`config.mk`:
```
export PLATFORM = sky130hd
export DESIGN_NAME = act_lut_controller
export DESIGN_NICKNAME = d
export VERILOG_FILES = /design/src/rtl/act_lut_controller.sv
export SDC_FILE = /design/constraint.sdc
export NUM_CORES = 1
export LEC_CHECK = 0
export ABC_CLOCK_PERIOD_IN_PS = 2500
export CAP_MARGIN = 15
export CORE_MARGIN = 2
export CORE_UTILIZATION = 32
export CTS_BUF_LIST = sky130_fd_sc_hd__clkbuf_4 sky130_fd_sc_hd__clkbuf_8
export CTS_CLUSTER_DIAMETER = 100
export DETAILED_ROUTE_END_ITERATION = 7
export GPL_TIMING_DRIVEN = 1
export PLACE_DENSITY = 0.82
export SLEW_MARGIN = 25
export SYNTH_ARGS = -nofsm -noshare
export SYNTH_HDL_FRONTEND = slang
export SYNTH_SLANG_ARGS = --single-unit
```
`constraint.sdc`:
```
create_clock -name clk -period 2.5 [get_ports clk]
set_input_delay 0.5 -clock clk [delete_from_list [all_inputs] [get_ports clk]]
set_output_delay 0.5 -clock clk [all_outputs]
set_load 0.03 [all_outputs]
```
`src/rtl/act_lut_controller.sv`:
```
// Load/evaluate controller for the activation-function unit: streams coefficient
// tables into LUT slots and forwards evaluations with 1-cycle latency, blocking the slot being reloaded.
module act_lut_controller #(
    parameter int Q_INT         = 8,
    parameter int Q_FRAC        = 8,
    parameter int ACT_MASK_SIZE = 4,
    parameter int ACT_LUT_DEPTH = 4,
    parameter int ACT_LUT_SIZE  = 32,
    localparam int Q_SIZE       = Q_INT + Q_FRAC
) (
    input  logic                                   clk,
    input  logic                                   rst,
    input  logic                                   i_cfg_start,
    input  logic [ACT_MASK_SIZE-1:0]               i_cfg_mask,
    input  logic                                   i_cfg_abort,
    input  logic                                   i_cfg_valid,
    input  logic [ACT_LUT_SIZE-1:0]                i_cfg_data,
    output logic                                   o_cfg_ready,
    output logic                                   o_cfg_busy,
    output logic                                   o_cfg_done,
    input  logic                                   i_in_valid,
    input  logic [Q_SIZE-1:0]                      i_in_x,
    input  logic [ACT_MASK_SIZE-1:0]               i_in_mask,
    output logic                                   o_in_ready,
    output logic                                   o_out_valid,
    output logic [Q_SIZE-1:0]                      o_out_fx,
    output logic [Q_SIZE-1:0]                      o_act_x,
    output logic [ACT_MASK_SIZE-1:0]               o_act_mask,
    input  logic [Q_SIZE-1:0]                      i_act_fx,
    output logic                                   o_act_write_enable,
    output logic [ACT_MASK_SIZE+ACT_LUT_DEPTH-1:0] o_act_write_addr,
    output logic [ACT_LUT_SIZE-1:0]                o_act_write_data
);

    typedef enum logic [1:0] {S_IDLE, S_LOAD, S_DONE} state_t;

    state_t                   r_state;
    state_t                   w_state_nxt;
    logic [ACT_LUT_DEPTH-1:0] r_idx;
    logic [ACT_MASK_SIZE-1:0] r_load_mask;
    logic [Q_SIZE-1:0]        r_act_x;
    logic [ACT_MASK_SIZE-1:0] r_act_mask;
    logic                     r_out_valid;
    logic                     w_beat;
    logic                     w_last;
    logic                     w_accept;

    // Abort takes priority over a coincident data beat.
    assign w_beat   = (r_state == S_LOAD) && i_cfg_valid && !i_cfg_abort;
    assign w_last   = (r_idx == {ACT_LUT_DEPTH{1'b1}});
    assign w_accept = i_in_valid && o_in_ready;

    always_ff @(posedge clk or posedge rst) begin
        if (rst) begin
            r_state     <= S_IDLE;
            r_idx       <= '0;
            r_load_mask <= '0;
        end else begin
            r_state <= w_state_nxt;
            if (r_state == S_IDLE && i_cfg_start) begin
                r_idx       <= '0;
                r_load_mask <= i_cfg_mask;
            end else if (w_beat) begin
                r_idx <= r_idx + 1'b1;
            end
        end
    end

    always_comb begin
        w_state_nxt = r_state;
        case (r_state)
            S_IDLE: if (i_cfg_start) w_state_nxt = S_LOAD;
            S_LOAD: begin
                if (i_cfg_abort)          w_state_nxt = S_IDLE;
                else if (w_beat && w_last) w_state_nxt = S_DONE;
            end
            S_DONE: w_state_nxt = S_IDLE;
            default: w_state_nxt = S_IDLE;
        endcase
    end

    assign o_cfg_ready        = (r_state == S_LOAD);
    assign o_cfg_busy         = (r_state == S_LOAD) || (r_state == S_DONE);
    assign o_cfg_done         = (r_state == S_DONE);
    assign o_act_write_enable = w_beat;
    assign o_act_write_addr   = {r_load_mask, r_idx};
    assign o_act_write_data   = i_cfg_data;

    // Only the slot under reload is blocked; every other mask passes, including non-LUT functions.
    assign o_in_ready = !(o_cfg_busy && (i_in_mask == r_load_mask));

    always_ff @(posedge clk or posedge rst) begin
        if (rst) begin
            r_act_x     <= '0;
            r_act_mask  <= '0;
            r_out_valid <= 1'b0;
        end else begin
            r_out_valid <= w_accept;
            if (w_accept) begin
                r_act_x    <= i_in_x;
                r_act_mask <= i_in_mask;
            end
        end
    end

    // Passthrough on accept so the unit sees the operand this cycle; otherwise hold the last one.
    assign o_act_x     = w_accept ? i_in_x    : r_act_x;
    assign o_act_mask  = w_accept ? i_in_mask : r_act_mask;
    assign o_out_valid = r_out_valid;
    assign o_out_fx    = i_act_fx;

endmodule

```
==> out/metrics.cfg, run 1 <==
[synthesis]
yosysUniqueCellTypes = 26
synth_commonest_cells = 48 x buf_4, 31 x dfrtp_1, 19 x mux2_4, 8 x inv_1
yosys_warnings = 0
avgSynthCellArea_um2 = 12.27
synth_top_flop_cell = dfrtp_1
synth_nets = 230
syn_inst = 147
postSynth.asyncResetShare_pct = 100.0
synthTopCellsByArea = dfrtp_1 43%, buf_4 20%, mux2_4 16%
synth.largest_area_cell = dfrtp_1
yosys.area_share.simple_pct = 4.233
synth_top_area_share_pct = 43.03
yosys_register_bits = 31
syn_area_um2 = 1803
yosysSeqAreaShare_pct = 43.03
synthXorXnorAreaFrac_pct = 1.943
synth_edf_count = 0
synth_fa_ha_area_share_pct = 3.470
synthMuxAreaShare_pct = 19.50
synth_compound_area_share_pct = 4.650
synth_top_family_by_area = buffers and inverters
synth_most_common_cell = buf_4

[final_layout]
drive_gt1_share_pct = 44.44
final_cells = 261
area_growth_pct = 39.21
antennaDiodeCount = 0
utilization_pct = 45.86
final_nets = 271
fillers = 528
design_area_um2 = 2510

[global_routing]
grt_max_degree = 32
track_usage_pct = 13.02
antenna_found_initial = 0
grt_overflow = 0
grt_pass1_vias = 1224
grt_pass1_wl_mm = 6.175

[power]
peakVddDrop_uv = 554.4
p_leak_nw = 1.176
power.total_mw = 2.253
p_per_area_nw_per_um2 = 897.5

[timing]
relSlewSlack_pct = 63.72
layout_min_cycle_time_ps = 2730
drv_slew = 0
fin_ws_ps = -230.3
setup_viol = 20
fmax_mhz = 366.3
report.final.hold_viol_count = 0
min_period_over_period_pct = 109.2
rsz0062_at_grt = true
tightest_slew_ps = 536.7
finClkSkew_ps = 6.563
hold_ws_ps = 502.0

[placed_design]
dp.cells = 240
dpl-instance-area_um2 = 2153
io_buffers = 63
hpwl_mm = 2.466
gp_congestion = 0.6825

[floorplanning]
die_w_um = 79.06
coreArea_um2 = 5473
start_util_pct = 32.94
rows = 27
pin_count = 160
die_h_um = 79.06
dieArea_um2 = 6250

[clocking]
htree_levels = 2
cts_made_buffers = 5
clk_latency_ps = 280
clk_path_buf_depth = 2
cts_tree = built
cts-root-buf = clkbuf_8
path_clk_slew_ps = 70
clock_sinks = 31

[setup_path]
cp_slowest_cell = a221o_1
critPathMaxFanout = 5
startpoint_type = input pin
cp.buffers_inverters = 5
cp_cell_sequence = clkdlybuf4s15_1 -> nor2b_1 -> a221o_1 -> o31ai_4 -> buf_4 -> buf_6 -> buf_8 -> mux2_4 -> buf_6
critPathTopFamily = buffers and inverters
slowest_delay_ps = 310
critPathMostFrequentCell = buf_6
cp-end-kind = primary output
required_ps = 2000
cp.arrival_ps = 2230
crit_type = in -> out

[route]
final_antenna_net_count = 0
drcViolationCount = 0
wl_per_cell_um = 14.35
vias = 1119
wl_mm = 3.746
drt_iter0_drc = 40
vias_per_cell = 4.287
drt_pass1_iterations = 2

[flow_run]
drv_cap = 0

[hold_path]
min_path_type = reg -> reg

[outcome]
status = finished with violations
violations = setup timing

[sequential cells by signal, summed over array words and instances, names as in the netlist]
register	cells
r_state	2
r_idx	4
r_act_x	16
r_act_mask	4
r_load_mask	4
o_out_valid	1
[repair_timing]
action | in CTS | in global routing
endpoints found under the setup margin | 21 | 21
pin swaps | 4 | 2
hold buffers | 0 | 0
resized for setup | 43 | 11
buffers inserted | 13 | 3
cloned | 2 | 0
[stage by stage]
step | setup TNS, ps | setup slack [ps]
floorplan | 0 | 37.64
global route | -4685 | -294.2
detailed placement | -11080 | -578.2
finish | -3295 | -230.3
global placement | -10370 | -560.0
CTS | -5727 | -313.6
[layout make-up]
| class | instances | area [µm²] | share of cell area [%] |
|---|---|---|---|
| repair buffers | 85 | 880.8 | 35.09 |
| flip-flops and latches | 31 | 775.7 | 30.91 |
| multi-input cells | 57 | 644.4 | 25.67 |
| well taps | 72 | 90.09 | 3.589 |
| clock buffers | 7 | 83.83 | 3.340 |
| inverters | 8 | 30.03 | 1.196 |
| clock inverters | 1 | 5.005 | 0.1994 |
[worst paths after layout]
path,start,end,slack [ps],cells after the start
setup / recovery,i_in_mask[3],o_act_mask[3],-230,9
hold / removal,r_act_x[9],r_act_x[9],500,1
setup reg to reg,r_load_mask[0],r_act_x[7],570,7
hold reg to reg,r_act_x[9],r_act_x[9],500,1
max in group asynchronous,rst,r_act_mask[1],1590,3
min in group asynchronous,rst,r_act_x[9],610,3
[power breakdown]
part           internal (mW)  total (mW)  switching [mW]
Clock                  0.217       0.393           0.176
Sequential             0.617       0.692          0.0749
Combinational          0.599        1.17           0.569
[cell usage in the layout, fill, tap and decap left out, types with 2 or more instances in the layout]
cell	count
nor2b_1	2
buf_4	17
dfrtp_1	31
mux2_4	20
a21oi_1	5
nand2_1	3
inv_1	5
buf_8	2
xnor2_1	2
clkdlybuf4s50_1	37
inv_2	3
nor2_1	2
clkbuf_8	5
dlymetal6s2s_1	2
buf_6	21
clkdlybuf4s15_1	2
mux2_2	4
ha_1	4
buf_12	3
clkbuf_4	2
[cell families after synthesis]
| group | Yosys count |
|---|---|
| compound gates | 10 |
| simple gates | 13 |
| xor+xnor | 4 |
| buf+inv | 59 |
| mux | 25 |
| flops | 31 |
| fa+ha+maj | 5 |
[metal layers]
| layer | part of all wire [%] | track usage [%] |
|---|---|---|
| met1 | 40 | 15.89 |
| met2 | 50 | 20.76 |
| met3 | 8.9 | 4.659 |
| met4 | 1.5 | 5.517 |
| met5 | 0 | 0 |
(Power assumes the default switching activity.)
==> inputs of run 2 (changes only) <==
Settings changed: ABC_AREA set to 0.
==> results of run 2 <==
Final layout, timing and power as in run 1 (identical DEF).
==> inputs of run 3 (changes only) <==
Settings changed: ABC_CLOCK_PERIOD_IN_PS 2500 to 2650.
Clock period 2.5 ns to 2.65 ns, I/O delays scaled along.
==> run 3 against run 2 <==
Against the previous run:
- the flow now finishes without violations
- first-iteration DRC count decreased by 25%
- clock skew increased by 2.4 ps
- register-to-register slack improved by 40 ps
- die area unchanged
- cell area increased by 0.30%
- sequential cell count unchanged
- total power decreased by 3.0%
- final cell count increased by 1.1%
- critical path depth decreased by 2
- worst setup slack improved by 250 ps
- largest power group unchanged
==> out/metrics.cfg, run 3 (synthesis gave the netlist of run 1 again) <==
[outcome]
status = complete, no violations

[global_routing]
track_usage_pct = 12.51
grt_pass1_vias = 1219
grt_pass1_wl_mm = 5.892
grt_overflow = 0
antenna_found_initial = 0
grt_max_degree = 32

[final_layout]
layout.cells.most_common = clkdlybuf4s50_1
multi_input_area_um2 = 640.6
largest_reg_flops = 16
fillers = 510
antennaDiodeCount = 0
final_cell_mix = 38 x clkdlybuf4s50_1, 31 x dfrtp_1, 22 x buf_6
regMostFlops = r_act_x
regArea_um2 = 775.7
design_area_um2 = 2517
final_nets = 274
area_growth_pct = 39.63
utilization_pct = 46.00
drive_gt1_share_pct = 46.35

[placed_design]
dpl-instance-area_um2 = 2153
gp_congestion = 0.6990
hpwl_mm = 2.430
io_buffers = 63

[clocking]
htree_levels = 2
clk_latency_ps = 280
clock_sinks = 31
cts_made_buffers = 5
path_clk_slew_ps = 60
cts_tree = built
clk_path_buf_depth = 2
cts_hold_buf = 0
cts-root-buf = clkbuf_8

[setup_path]
critPathMaxFanout = 5
required_ps = 2120
cp.arrival_ps = 2100
startpoint_type = flip-flop
crit_type = reg -> out
cp-end-kind = primary output

[route]
drt_iter0_drc = 30
vias_per_cell = 4.269
drcViolationCount = 0
final_antenna_net_count = 0
drt_pass1_iterations = 4
wl_mm = 3.717
vias = 1127
wl_per_cell_um = 14.08

[timing]
hold_ws_ps = 505.4
layout_min_cycle_time_ps = 2631
tightest_slew_ps = 566.7
setup_viol = 0
setup_tns_ps = 0
report.final.hold_viol_count = 0
relSlewSlack_pct = 61.69
drv_slew = 0
finClkSkew_ps = 8.994
min_period_over_period_pct = 99.27
fmax_mhz = 380.2
rsz0062_at_grt = true

[floorplanning]
die_w_um = 79.06
die_h_um = 79.06
coreArea_um2 = 5473
dieArea_um2 = 6250
start_util_pct = 32.94
pin_count = 160
rows = 27

[power]
power.total_mw = 2.186
p_leak_nw = 1.165
peakVddDrop_uv = 496.2
p_per_area_nw_per_um2 = 868.3

[hold_path]
min_path_type = reg -> reg

[flow_run]
drv_cap = 0

[run 3: final timing paths]
kind / from / end / slack [ps] / cells past startpoint
worst max-delay path: r_load_mask[0] / o_act_x[1] / 20 / 7
max in group asynchronous: rst / r_act_x[6] / 1690 / 3
worst max register to register: r_load_mask[0] / r_act_x[9] / 610 / 8
worst min-delay path: r_act_mask[0] / r_act_mask[0] / 510 / 1
worst min register to register: r_act_mask[0] / r_act_mask[0] / 510 / 1
min in group asynchronous: rst / r_state[1] / 680 / 3
[run 3: critical path: stages, from the launching register on]
cell and delay, ps:
dfrtp_1 380, inv_2 60, a221o_1 360, o31ai_4 270
buf_6 170, buf_8 130, mux2_4 310, buf_6 140
[run 3: per-stage QoR]
step,instances,setup WS [ps]
detailed placement,240,-479.0
global route,264,-79.10
CTS,263,-182.1
floorplan,147,157.6
global placement,240,-471.2
finish,264,19.48
[run 3: per-layer routing]
metal / vias up / wire [µm] / track usage (%)
li1: 522 / - / -
met1: 548 / 1586 / 15.54
met2: 49 / 1769 / 19.75
met3: 8 / 319 / 4.545
met4: 0 / 41 / 5.000
met5: - / 0 / 0
[run 3: cell type report]
| type | count | area share, % |
|---|---|---|
| multi-input cells | 57 | 25.45 |
| clock buffers | 8 | 4.125 |
| repair buffers | 88 | 34.84 |
| well taps | 72 | 3.579 |
| flip-flops and latches | 31 | 30.82 |
| inverters | 8 | 1.193 |
[run 3: repair_timing]
action | in CTS | in global routing
gates resized for setup | 49 | 7
pin swaps | 4 | 3
endpoints found under the setup margin | 20 | 20
gates cloned | 2 | 0
buffers inserted | 13 | 4
[run 3: power by group]
part | switching (mW) | internal, mW
Combinational | 0.537 | 0.575
Sequential | 0.0702 | 0.582
Clock | 0.174 | 0.247
Total | 0.781 | 1.40
